[src/rtl/spi_slave_byte_if.sv]
// SPI mode-0 slave front end: synchronises sck/mosi/ssel into clk, deserialises MSB-first words, serialises driver replies.
// Latency: input edge to registered effect SYNC_STAGES+1 clk; tx_data is sampled 2 clk after data_needed.
// Backpressure: none; the driver must present tx_data in time, and clk must run at least 8x the sck rate.
module spi_slave_byte_if #(
    parameter int WIDTH       = 8,
    parameter int SYNC_STAGES = 2
) (
    input  logic             clk,
    input  logic             rst_n,
    input  logic             sck,
    input  logic             mosi,
    input  logic             ssel,
    output logic             miso,
    output logic             miso_oe,
    output logic             byte_received,
    output logic [WIDTH-1:0] rx_data,
    output logic             data_needed,
    input  logic [WIDTH-1:0] tx_data,
    output logic             frame_active,
    output logic             frame_end
);

    localparam int CW = (WIDTH > 1) ? $clog2(WIDTH) : 1;
    localparam logic [CW-1:0] LAST_BIT = CW'(WIDTH - 1);

    typedef enum logic {IDLE, ACTIVE} state_t;

    logic [SYNC_STAGES-1:0] sck_sync, mosi_sync, ssel_sync;
    logic                   sck_prev, ssel_prev;
    logic                   sck_cur, ssel_cur, mosi_cur;
    logic                   sck_rise, sck_fall, ssel_rise, ssel_fall;

    state_t             state, state_nxt;
    logic [CW-1:0]      bit_cnt, bit_cnt_nxt;
    logic [WIDTH-2:0]   rx_shift, rx_shift_nxt;
    logic [WIDTH-1:0]   rx_word;
    logic [WIDTH-1:0]   rx_data_nxt;
    logic [WIDTH-1:0]   tx_shift, tx_shift_nxt;
    logic               byte_received_nxt, data_needed_nxt, frame_end_nxt;
    logic [1:0]         reload_dly;

    // ssel idles high, so its chain resets to 1 to avoid a false frame start
    always_ff @(posedge clk or negedge rst_n) begin
        if (!rst_n) begin
            sck_sync  <= '0;
            mosi_sync <= '0;
            ssel_sync <= '1;
            sck_prev  <= 1'b0;
            ssel_prev <= 1'b1;
        end else begin
            sck_sync  <= {sck_sync[SYNC_STAGES-2:0], sck};
            mosi_sync <= {mosi_sync[SYNC_STAGES-2:0], mosi};
            ssel_sync <= {ssel_sync[SYNC_STAGES-2:0], ssel};
            sck_prev  <= sck_sync[SYNC_STAGES-1];
            ssel_prev <= ssel_sync[SYNC_STAGES-1];
        end
    end

    assign sck_cur   = sck_sync[SYNC_STAGES-1];
    assign ssel_cur  = ssel_sync[SYNC_STAGES-1];
    assign mosi_cur  = mosi_sync[SYNC_STAGES-1];
    assign sck_rise  = sck_cur & ~sck_prev;
    assign sck_fall  = ~sck_cur & sck_prev;
    assign ssel_rise = ssel_cur & ~ssel_prev;
    assign ssel_fall = ~ssel_cur & ssel_prev;
    assign rx_word   = {rx_shift, mosi_cur};

    always_comb begin
        state_nxt         = state;
        bit_cnt_nxt       = bit_cnt;
        rx_shift_nxt      = rx_shift;
        rx_data_nxt       = rx_data;
        tx_shift_nxt      = tx_shift;
        byte_received_nxt = 1'b0;
        data_needed_nxt   = 1'b0;
        frame_end_nxt     = 1'b0;
        if (reload_dly[1]) begin
            tx_shift_nxt = tx_data;
        end
        case (state)
            IDLE: begin
                if (ssel_fall) begin
                    state_nxt       = ACTIVE;
                    bit_cnt_nxt     = '0;
                    data_needed_nxt = 1'b1;
                end
            end
            ACTIVE: begin
                // ssel rise wins over any coincident sck edge; a partial word is dropped
                if (ssel_rise) begin
                    state_nxt     = IDLE;
                    bit_cnt_nxt   = '0;
                    frame_end_nxt = 1'b1;
                end else if (sck_rise) begin
                    rx_shift_nxt = rx_word[WIDTH-2:0];
                    if (bit_cnt == LAST_BIT) begin
                        bit_cnt_nxt       = '0;
                        rx_data_nxt       = rx_word;
                        byte_received_nxt = 1'b1;
                        data_needed_nxt   = 1'b1;
                    end else begin
                        bit_cnt_nxt = bit_cnt + CW'(1);
                    end
                end else if (sck_fall && bit_cnt != '0 && !reload_dly[1]) begin
                    tx_shift_nxt = {tx_shift[WIDTH-2:0], 1'b0};
                end
            end
            default: state_nxt = IDLE;
        endcase
    end

    always_ff @(posedge clk or negedge rst_n) begin
        if (!rst_n) begin
            state         <= IDLE;
            bit_cnt       <= '0;
            rx_shift      <= '0;
            rx_data       <= '0;
            tx_shift      <= '0;
            byte_received <= 1'b0;
            data_needed   <= 1'b0;
            frame_end     <= 1'b0;
            reload_dly    <= '0;
        end else begin
            state         <= state_nxt;
            bit_cnt       <= bit_cnt_nxt;
            rx_shift      <= rx_shift_nxt;
            rx_data       <= rx_data_nxt;
            tx_shift      <= tx_shift_nxt;
            byte_received <= byte_received_nxt;
            data_needed   <= data_needed_nxt;
            frame_end     <= frame_end_nxt;
            reload_dly    <= {reload_dly[0], data_needed};
        end
    end

    assign frame_active = (state == ACTIVE);
    assign miso_oe      = frame_active;
    assign miso         = frame_active & tx_shift[WIDTH-1];

endmodule

[config.mk]
export PLATFORM = sky130hd
export DESIGN_NAME = spi_slave_byte_if
export DESIGN_NICKNAME = d
export VERILOG_FILES = /design/src/rtl/spi_slave_byte_if.sv
export SDC_FILE = /design/constraint.sdc
export NUM_CORES = 1
export LEC_CHECK = 0
export ABC_AREA = 0
export CORE_MARGIN = 5
export CORE_UTILIZATION = 40
export CTS_BUF_LIST = sky130_fd_sc_hd__clkbuf_8
export CTS_CLUSTER_DIAMETER = 120
export DETAILED_ROUTE_END_ITERATION = 12
export PLACE_DENSITY = 0.75
export SYNTH_ARGS = -nofsm -noshare
export SYNTH_HDL_FRONTEND = slang
export SYNTH_SLANG_ARGS = --single-unit
[constraint.sdc]
create_clock -name clk -period 3.98 [get_ports clk]
set_clock_uncertainty 0.15 [all_clocks]
set_input_delay 0.796 -clock clk [delete_from_list [all_inputs] [get_ports clk]]
set_output_delay 0.796 -clock clk [all_outputs]
set_load 0.005 [all_outputs]
## Yosys cells after proc, flatten, opt, wreduce, memory -nomap -nowiden

Index checks and enable logic that the tools add are counted.

| operators by class | value |
|---|---|
| add/sub/neg operators | 1 |
| equality and inequality tests | 3 |
| muxes and demuxes | 20 |
| bitwise logic cells | 11 |
| reduce and logical (&&, ||, !) cells | 7 |

Operators with widths:

| operator | count |
|---|---|
| 8-bit 2-to-1 mux | 5 |
| 3-bit 2-to-1 mux | 4 |
| 1-bit 2-to-1 mux | 8 |
| 1-bit NOT | 6 |
| 3-bit case mux with 2 select lines | 1 |
| 1-bit AND | 5 |
| 1-bit case mux with 2 select lines | 2 |
| 4-bit AND reduction | 1 |
| 3-bit by 1-bit adder with 3-bit output, second input constant | 1 |
| 3-bit == test, second input constant | 1 |
| 3-bit != test, second input constant | 1 |
| 3-bit AND reduction | 1 |
| 3-bit nonzero test | 1 |
| 1-bit logical AND | 2 |
| 2-bit != test, second input constant | 1 |
| 2-bit AND reduction | 1 |
| 1-bit logical NOT | 1 |

| storage, ports and cells | value |
|---|---|
| register bits after elaboration | 40 |
| bits of input ports | 13 |
| output and inout bits | 14 |

## Depth between registers and ports, before layout

Gate-level depths: netlist (run 1).

| depth | value |
|---|---|
| depth in word-level cells | 8 |
| depth in mapped cells | 5 |
| gate-level depth less buffers | 5 |

## Worst setup path after synthesis (run 1)

No wires, ideal clock.

| timing | value |
|---|---|
| kind | register to output |
| start point | reg state, in the netlist frame_active |
| end point | out miso |
| arrival | 0.789 ns |
| setup slack | 2.245 ns |
| cell stages (with the launch flop) | 3 |
| path buffers | 1 |
| cells stage by stage | dfrtp_1 buf_4 and2_1 |

| between the ends | value |
|---|---|
| word-level cells in the longest chain between the ends | 1 |

RTL lines:

| what | RTL line | RTL |
|---|---|---|
| start, declared | 33 | `state_t state, state_nxt;` |
| start signal, assigned | 124 | `state <= state_nxt;` |
| 1-bit AND | 138 | `assign miso = frame_active & tx_shift[WIDTH-1];` |
| end, declared | 13 | `output logic miso,` |

No other way between the ends.

## Final worst setup path (run 1)

Ends and elaborated chain as after synthesis.

==> results of run 1 <==
==> worst max-delay path: cells and delay by family (launching register included) <==
family                 cells  cell delay, ns
buffers and inverters      1            0.49
AND/OR/NAND/NOR            1            0.20
flip-flops                 1            0.67
==> cell usage after synthesis <==
library cell / instances
nor2_1: 2
buf_6: 1
o21a_1: 1
nand2_1: 1
mux2_2: 29
dfstp_2: 3
buf_4: 2
buf_2: 1
mux2_4: 1
o211ai_1: 1
ha_1: 3
nor3b_4: 1
dfrtp_1: 37
a211oi_1: 2
nand4_4: 2
and2_1: 3
inv_1: 4
nand2b_1: 4
nand3_2: 1
and2b_2: 1
a21oi_1: 4
o21ai_0: 3
==> metal layers <==
| metal | vias up | part of all wire |
|---|---|---|
| met3 | 4 | 0.069 |
| met4 | 0 | 0.013 |
| met1 | 444 | 0.44 |
| met5 | - | 0 |
| li1 | 432 | - |
| met2 | 28 | 0.47 |
==> power by group through the flow <==
stage | sequential, uW | combinational (uW) | clock [uW]
2_1_floorplan | 506 | 108 | 0
3_3_place_gp | 520 | 136 | 0
3_5_place_dp | 523 | 144 | 0
4_1_cts | 515 | 144 | 324
5_1_grt | 525 | 158 | 337
6_report | 514 | 141 | 312
==> kinds of logic (layout without fill, tap and decap cells) <==
logic type,after synthesis,after routing,share of synthesized area
multiplexers,30,30,0.210
buffers and inverters,8,38,0.0284
AND/OR/NAND/NOR,15,15,0.0829
flip-flops,40,40,0.616
adder cells (fa/ha/maj),3,3,0.0230
AO/OA/AOI/OAI,11,11,0.0399
==> registers in the layout, indices dropped and copies added (netlist names) <==
register       cells
sck_sync           2
ssel_sync          2
frame_active       1
rx_shift           7
tx_shift           8
mosi_sync          2
bit_cnt            3
sck_prev           1
frame_end          1
ssel_prev          1
reload_dly         2
rx_data            8
data_needed        1
byte_received      1
==> per-stage QoR <==
step / hold slack (ns) / setup WS, ns / util / cell area [um^2] / std cells
floorplan: 0.181 / 2.24 / - / 1630 / 107
global placement: 0.184 / 1.73 / 0.483 / 1920 / 179
detailed placement: 0.186 / 1.70 / 0.483 / 1920 / 179
CTS: 0.203 / 1.37 / 0.510 / 2020 / 187
global route: 0.211 / 1.30 / 0.510 / 2020 / 187
finish: 0.200 / 1.39 / 0.510 / 2020 / 187
==> final timing paths <==
kind / slack (ns) / endpoint / from
min in group asynchronous: 0.46 / tx_shift[7]$_DFF_PN0_ / rst_n
max reg2reg: 2.22 / rx_shift[0]$_DFFE_PN0P_ / ssel_prev$_DFF_PN1_
min reg2reg: 0.20 / reload_dly[1]$_DFF_PN0_ / reload_dly[0]$_DFF_PN0_
min: 0.20 / reload_dly[1]$_DFF_PN0_ / reload_dly[0]$_DFF_PN0_
max: 1.39 / miso / frame_active$_DFF_PN0_
max in group asynchronous: 2.69 / tx_shift[2]$_DFF_PN0_ / rst_n
==> final cells by class <==
class / count / area share
clock inverter: 3 / 0.0192
inverter: 4 / 0.00742
multi-input combinational: 59 / 0.286
clock buffer: 5 / 0.0340
sequential: 40 / 0.496
timing repair buffer: 26 / 0.126
tap: 50 / 0.0309
==> results.txt, run 1 <==
The number of nets at the end of the flow is around 150. In this run the deepest clock path goes through 2 buffers. The number of hold-repair buffers added at the cts stage is 0. Dividing the detail-routed wire length by the instance count gives between 10 and 15 um.

The run finished with clean final reports. The aggregate routed wire length is around 2.6 mm. Of the available clock period, the critical path in the final layout requires 0.652. The clock reaches the later pin of the worst-skew pair after 0.28 ns. The synthesized cell area came out at between 1500 and 2000 um^2.

The antenna diode count came out at 0. The first global-routing pass estimated roughly 4.5 mm of wire. The half-perimeter wire length after detailed placement came out at 1.79 mm.

Summed over all cells, the static leakage comes to between 0.0009 and 0.001 uW. The total core area is slightly below 4000 um^2. The worst voltage drop across the vdd grid is roughly 0.00028 V. Of the total power, the share spent switching nets is 0.226. The number of synthesized register bits is 40. The sequential area share after synthesis is 0.616.

The relative contribution of combinational cells to total power came out at 0.146. The area occupied by multi-input gates came out at between 500 and 600 um^2. Based on the critical path, the design can be clocked at up to 0.386 GHz. The H-tree was split into 2 levels.

For this block, the via count after detailed routing is roughly 910. The via count of the first global-routing pass came out at 1002. The total power per unit cell area came out at roughly 480 nW/um^2. The library cell used most frequently in the layout, excluding fill and tap cells, is dfrtp_1. The number of setup buffers added after CTS is 0. Of the total power, the clock network draws 0.323.

Routability-driven placement finished with a final weighted congestion of ~0.7. For this block, the initial DRC count from the detailed router was 34. The number of filler cells placed in the layout is about 330. The clock sink count came out at 40. The completed layout was analyzed and its total power is roughly 970 uW. The top-area cell type share of the netlist area came out at 0.568. The height of the die is about 74 um. Once the clock tree was built, the resizer swapped 0 gates to a different size. 27 I/O pins were placed. The critical path's slowest cell is dfrtp_1.

The cell at the root of the clock tree is clkbuf_8. The number of port buffers is 26. The critical path goes through and2_1 > clkdlybuf4s50_1. The clock-pin slew reported for the worst setup and hold paths after clock tree synthesis is about 0.070 ns. The number of antenna violations at the first check in global routing came to 0. STA classifies the critical path endpoint as a primary output. The tightest slew margin relative to the limit came out at 0.436. In the global route stage, met1 resource usage came out at 0.133.

The total CTS buffers is 5. The arrival time at the worst endpoint came out at about 1.7 ns. The number of different library cells used by synthesis comes to 22. The total count of hold-check failures in the final report is 0. After synthesis, the cell types taking the most area are dfrtp_1 (57%), mux2_2 (20%), dfstp_2 (4.8%).

The detailed-route DRC error count came out at 0. The die covers roughly 5500 um^2. The number of detailed-routing iterations run before antenna repair came out at 2. The type of element launching the critical path is a flip-flop. The maximum fanout encountered on the critical timing path came out at 14. The time the worst path needs with I/O delays and setup is between 2 and 3 ns. The internal portion of the total power is roughly 750 uW. The setup total negative slack came out at 0 ns.

The number of rows in the core area is 23. The number of cells on the worst hold path came out at 0. In this run the worst hold path is classified as flip-flop to flip-flop. STA puts the critical path data required time at 3.03 ns.

The number of nets produced by synthesis is approximately 120. The final setup violation count came out at 0. Setup repair after global routing left no endpoint under its margin.

In the final layout, the share of cells above drive strength 1 is 0.336. The area overhead of the layout relative to synthesis came out at 24.2%. The width of the die came out at between 70 and 80 um.

The max-slew violation total from the final report came out at 0. At the pin with the least slew margin, the transition time is roughly 0.85 ns. The total routing resource utilization after global routing came out at 0.110. The top cell types in the final layout, fill and taps aside, are dfrtp_1 (37), mux2_2 (29), clkdlybuf4s50_1 (25).

The met3 track utilization from global routing came out at 0.0369. The residual antenna-violating net count after detailed routing came out at 0. Across the run, the number of max-cap violations was 0.

The average via count per standard cell is around 4.9. The effective utilization at floorplan came out at 0.411. The delay contributed by the slowest stage of the critical path came out at ~0.67 ns. The synthesized instance count came out at 107.

The busiest metal layer after global routing is met2. The largest net degree at the start of global routing is 41. The leading area contributor after synthesis is dfrtp_1. The clock tree from TritonCTS is yes. The count of synthesis-stage warnings from yosys came out at 0. The worst setup path is of the flip-flop to primary output kind. Dividing the synthesized area by the synthesized cell count gives 15.2 um^2. The net switching component of the power came out at roughly 220 uW.

The share of total power dissipated in sequential elements is 0.531. The remaining global-route overflow is 0. The number of cells on the worst reg-to-reg path is 3. The sequential cell area in the final layout is approximately 1000 um^2. The met2 usage in global routing came out at 0.184.
Power figures use the tool's default switching activity.
==> inputs of run 2 (changes only) <==
--- a/config.mk
+++ b/config.mk
@@ -11,7 +11,7 @@
 export CTS_BUF_LIST = sky130_fd_sc_hd__clkbuf_8
 export CTS_CLUSTER_DIAMETER = 120
 export DETAILED_ROUTE_END_ITERATION = 12
-export PLACE_DENSITY = 0.75
+export PLACE_DENSITY = 0.77
 export SYNTH_ARGS = -nofsm -noshare
 export SYNTH_HDL_FRONTEND = slang
 export SYNTH_SLANG_ARGS = --single-unit
==> constraint.sdc (replaced) <==
create_clock -name clk -period 2.3 [get_ports clk]
set_clock_uncertainty 0.15 [all_clocks]
set_input_delay 0.46 -clock clk [delete_from_list [all_inputs] [get_ports clk]]
set_output_delay 0.46 -clock clk [all_outputs]
set_load 0.005 [all_outputs]
==> run 2 against run 1 <==
Combinational power is 82% higher. Utilization increased by 0.38 points. Routed wire length rose by 3.2%. Global-route usage grew 0.68 points. Sequential share of layout area decreased by 0.37 points. Setup slack lost 0.98 ns. Final area grew 0.74%. Register-to-register slack got worse by 1.7 ns. Via count shrank 0.77%. Total power increased by 69%. Critical path depth unchanged. Sequential power rose by 72%. Critical path type unchanged. Highest routed layer unchanged.
==> results.txt, run 2 (same netlist as run 1, synthesis figures left out) <==
The largest net degree at the start of global routing is 29 (-29%). The library cell used most frequently in the layout, excluding fill and tap cells, is dfrtp_1. The residual antenna-violating net count after detailed routing was 0 (unchanged). The area of the die was 5450 um^2 (unchanged). The via count of the first global-routing pass is 954 (-4.8%).

The height of the die is 73.8 um (unchanged). The antenna diode count came out at 0 (unchanged). The critical path goes through and2_1 > clkdlybuf4s50_1.

The via count is 901 (-0.77%). The half-perimeter wire length after detailed placement is 1.86 mm (+3.9%). The maximum clock path buffer count came out at 2 (unchanged). The number of detailed-routing iterations run before antenna repair is 4 (+2). The cell at the root of the clock tree is clkbuf_8. Static timing analysis puts the maximum clock frequency at between 0.5 and 0.6 GHz.

The number of port buffers is 26 (unchanged). The number of filler cells placed in the layout is 345 (+3.3%). The count of placed standard cells including taps came out at 182 (+1.7%).

The total power per unit cell area is 799 nW/um^2 (+67%). The delay contributed by the slowest stage of the critical path is 0.49 ns (-0.18 ns). The worst setup path is captured at a primary output. The total routing resource utilization after global routing is 0.117 (+0.00679).

The H-tree depth came to 2 (unchanged). The classification of the worst-slack hold path is input pin to async pin. The layout cell share with drive strength beyond 1 came out at 0.350 (+0.0142). The number of resized instances in the post-cts repair step came out at 0 (unchanged). The setup total negative slack came to 0 ns (unchanged). The pre-CTS worst setup slack was 0.557 ns (-1.14 ns).

The area overhead of the layout relative to synthesis came out at 25.1%. The worst voltage drop across the vdd grid is 0.000369 V (+34%). The non-filler instance count after layout is 190 (+1.6%). The critical path start-end classification is flip-flop to primary output. The type of element launching the critical path is a flip-flop. The first-pass GRT wire length came out at 4.57 mm (+0.59%). The reported leakage power is 0.000926 uW (+1.2%). The iteration-0 DRC count of the detailed router was 25 (-26%). The run finished with clean final reports. The detailed-route DRC error count came out at 0 (unchanged).

Of the available clock period, the critical path in the final layout requires 0.824. The number of nets at the end of the flow is 155 (+2.0%). The tightest slew margin relative to the limit came to 0.605 (+0.170). The total CTS buffers came to 5 (unchanged). The critical register-to-register path startpoint is ssel_prev$_DFF_PN1_.

The launch point of the worst path is frame_active$_DFF_PN0_. Leaving out fill and tap cells, the most frequent cells in the layout are dfrtp_1 (37), mux2_2 (29), clkdlybuf4s50_1 (25). The clock tree from TritonCTS is yes. The effective utilization at floorplan is 0.411 (unchanged). The arrival time at the worst endpoint is 1.29 ns (-0.36 ns). The wire length per cell is 13.9 um (+1.6%). The data required time at the worst endpoint was 1.69 ns (-1.34 ns). The count of cells along the worst register-to-register path came out at 3 (unchanged). The clock sink count came out at 40 (unchanged).

The width of the die came out at 73.8 um (unchanged). The aggregate routed wire length came out at 2.63 mm (+3.2%). The number of rows in the core area is 23 (unchanged). The final setup violation count came out at 0 (unchanged). The average via count per standard cell came out at 4.74 (-2.3%). The weighted congestion at the end of routability-driven global placement is 0.787 (+9.2%). The maximum fanout encountered on the critical timing path came out at 4 (-10).

The number of max-cap violations is 0 (unchanged). The total count of hold-check failures in the final report is 0 (unchanged). The max-slew violation total from the final report is 0 (unchanged). The clock latency on the worst-skew pair came out at 0.29 ns (about the same).

The time the worst path needs with I/O delays and setup came out at ~1.9 ns. The pin slew with the least headroom to its limit came out at 0.592 ns (-0.254 ns). The number of antenna violations at the first check in global routing came out at 0 (unchanged). The total core area came out at 3970 um^2 (unchanged). The largest registers in the layout are rx_data: 8 flops, tx_shift: 8 flops, rx_shift: 7 flops. The post-CTS setup repair buffer count was 0 (unchanged). The slack of the critical path is 0.405 ns (-0.981 ns).

The internal reg-to-reg setup slack came out at 0.56 ns (-1.66 ns). The number of hold-repair buffers added at the cts stage came out at 0 (unchanged). The worst register-to-register path ends at rx_data[6]$_DFFE_PN0P_.

The clock-pin slew reported for the worst setup and hold paths after clock tree synthesis is 0.07 ns (about the same). The remaining global-route overflow came out at 0 (unchanged). The boundary pin count came out at 27 (unchanged). On the critical path, the stage with the largest delay is an instance of clkdlybuf4s50_1. Setup repair after global routing left no endpoint under its margin.
-- run 2: cell types whose count changed in the layout (fill, tap and decap cells not counted) --
cell | previous run | this run
buf_4 | 0 | 3
bufinv_16 | 1 | 0
clkbuf_8 | 5 | 7
clkinv_2 | 1 | 0
-- run 2: power by group --
| group | internal [uW] | switching (uW) | total, uW |
|---|---|---|---|
| Sequential | 816 | 65.4 | 882 |
| Clock | 269 | 222 | 491 |
| Combinational | 167 | 89.7 | 257 |
-- run 2: critical path, delay by kind of cell, from the launching register on --
kind,cells,cell delay (ns)
DFF,1,0.38
and+or+nand+nor,1,0.13
buffers and inverters,1,0.49
-- run 2: metrics by stage --
step	area, um^2	total power [uW]	hold slack (ns)	utilization
2_1_floorplan	1630	1060	0.0144	-
3_3_place_gp	1940	1140	0.184	0.488
3_5_place_dp	1940	1160	0.190	0.488
4_1_cts	2040	1660	0.0383	0.514
5_1_grt	2040	1720	0.0932	0.514
6_report	2040	1630	0.0185	0.514
-- run 2: worst max-delay path by stage --
stage / to / cells after the start
after CTS: miso / 2
after detailed placement: rx_data[6]$_DFFE_PN0P_ / 3
after global placement: rx_shift[2]$_DFFE_PN0P_ / 3
after floorplan: tx_shift[7]$_DFF_PN0_ / 4
final: miso / 2
after global routing: miso / 2
-- run 2: layer usage --
| metal | vias to the layer above | GRT usage | routed length (um) |
|---|---|---|---|
| met2 | 27 | 0.171 | 1200 |
| li1 | 436 | - | - |
| met4 | 0 | 0.0724 | 53 |
| met1 | 433 | 0.149 | 1210 |
| met5 | - | 0 | 0 |
| met3 | 5 | 0.0369 | 166 |
-- run 2: area by class of cell --
cell class                 instances  area, um^2  share of cell area
multi-input combinational         59         579               0.284
clock buffer                       7        96.3              0.0472
inverter                           4        15.0             0.00736
sequential                        40        1000               0.493
clock inverter                     1        3.75             0.00184
timing repair buffer              29         278               0.136
tap                               50        62.6              0.0307
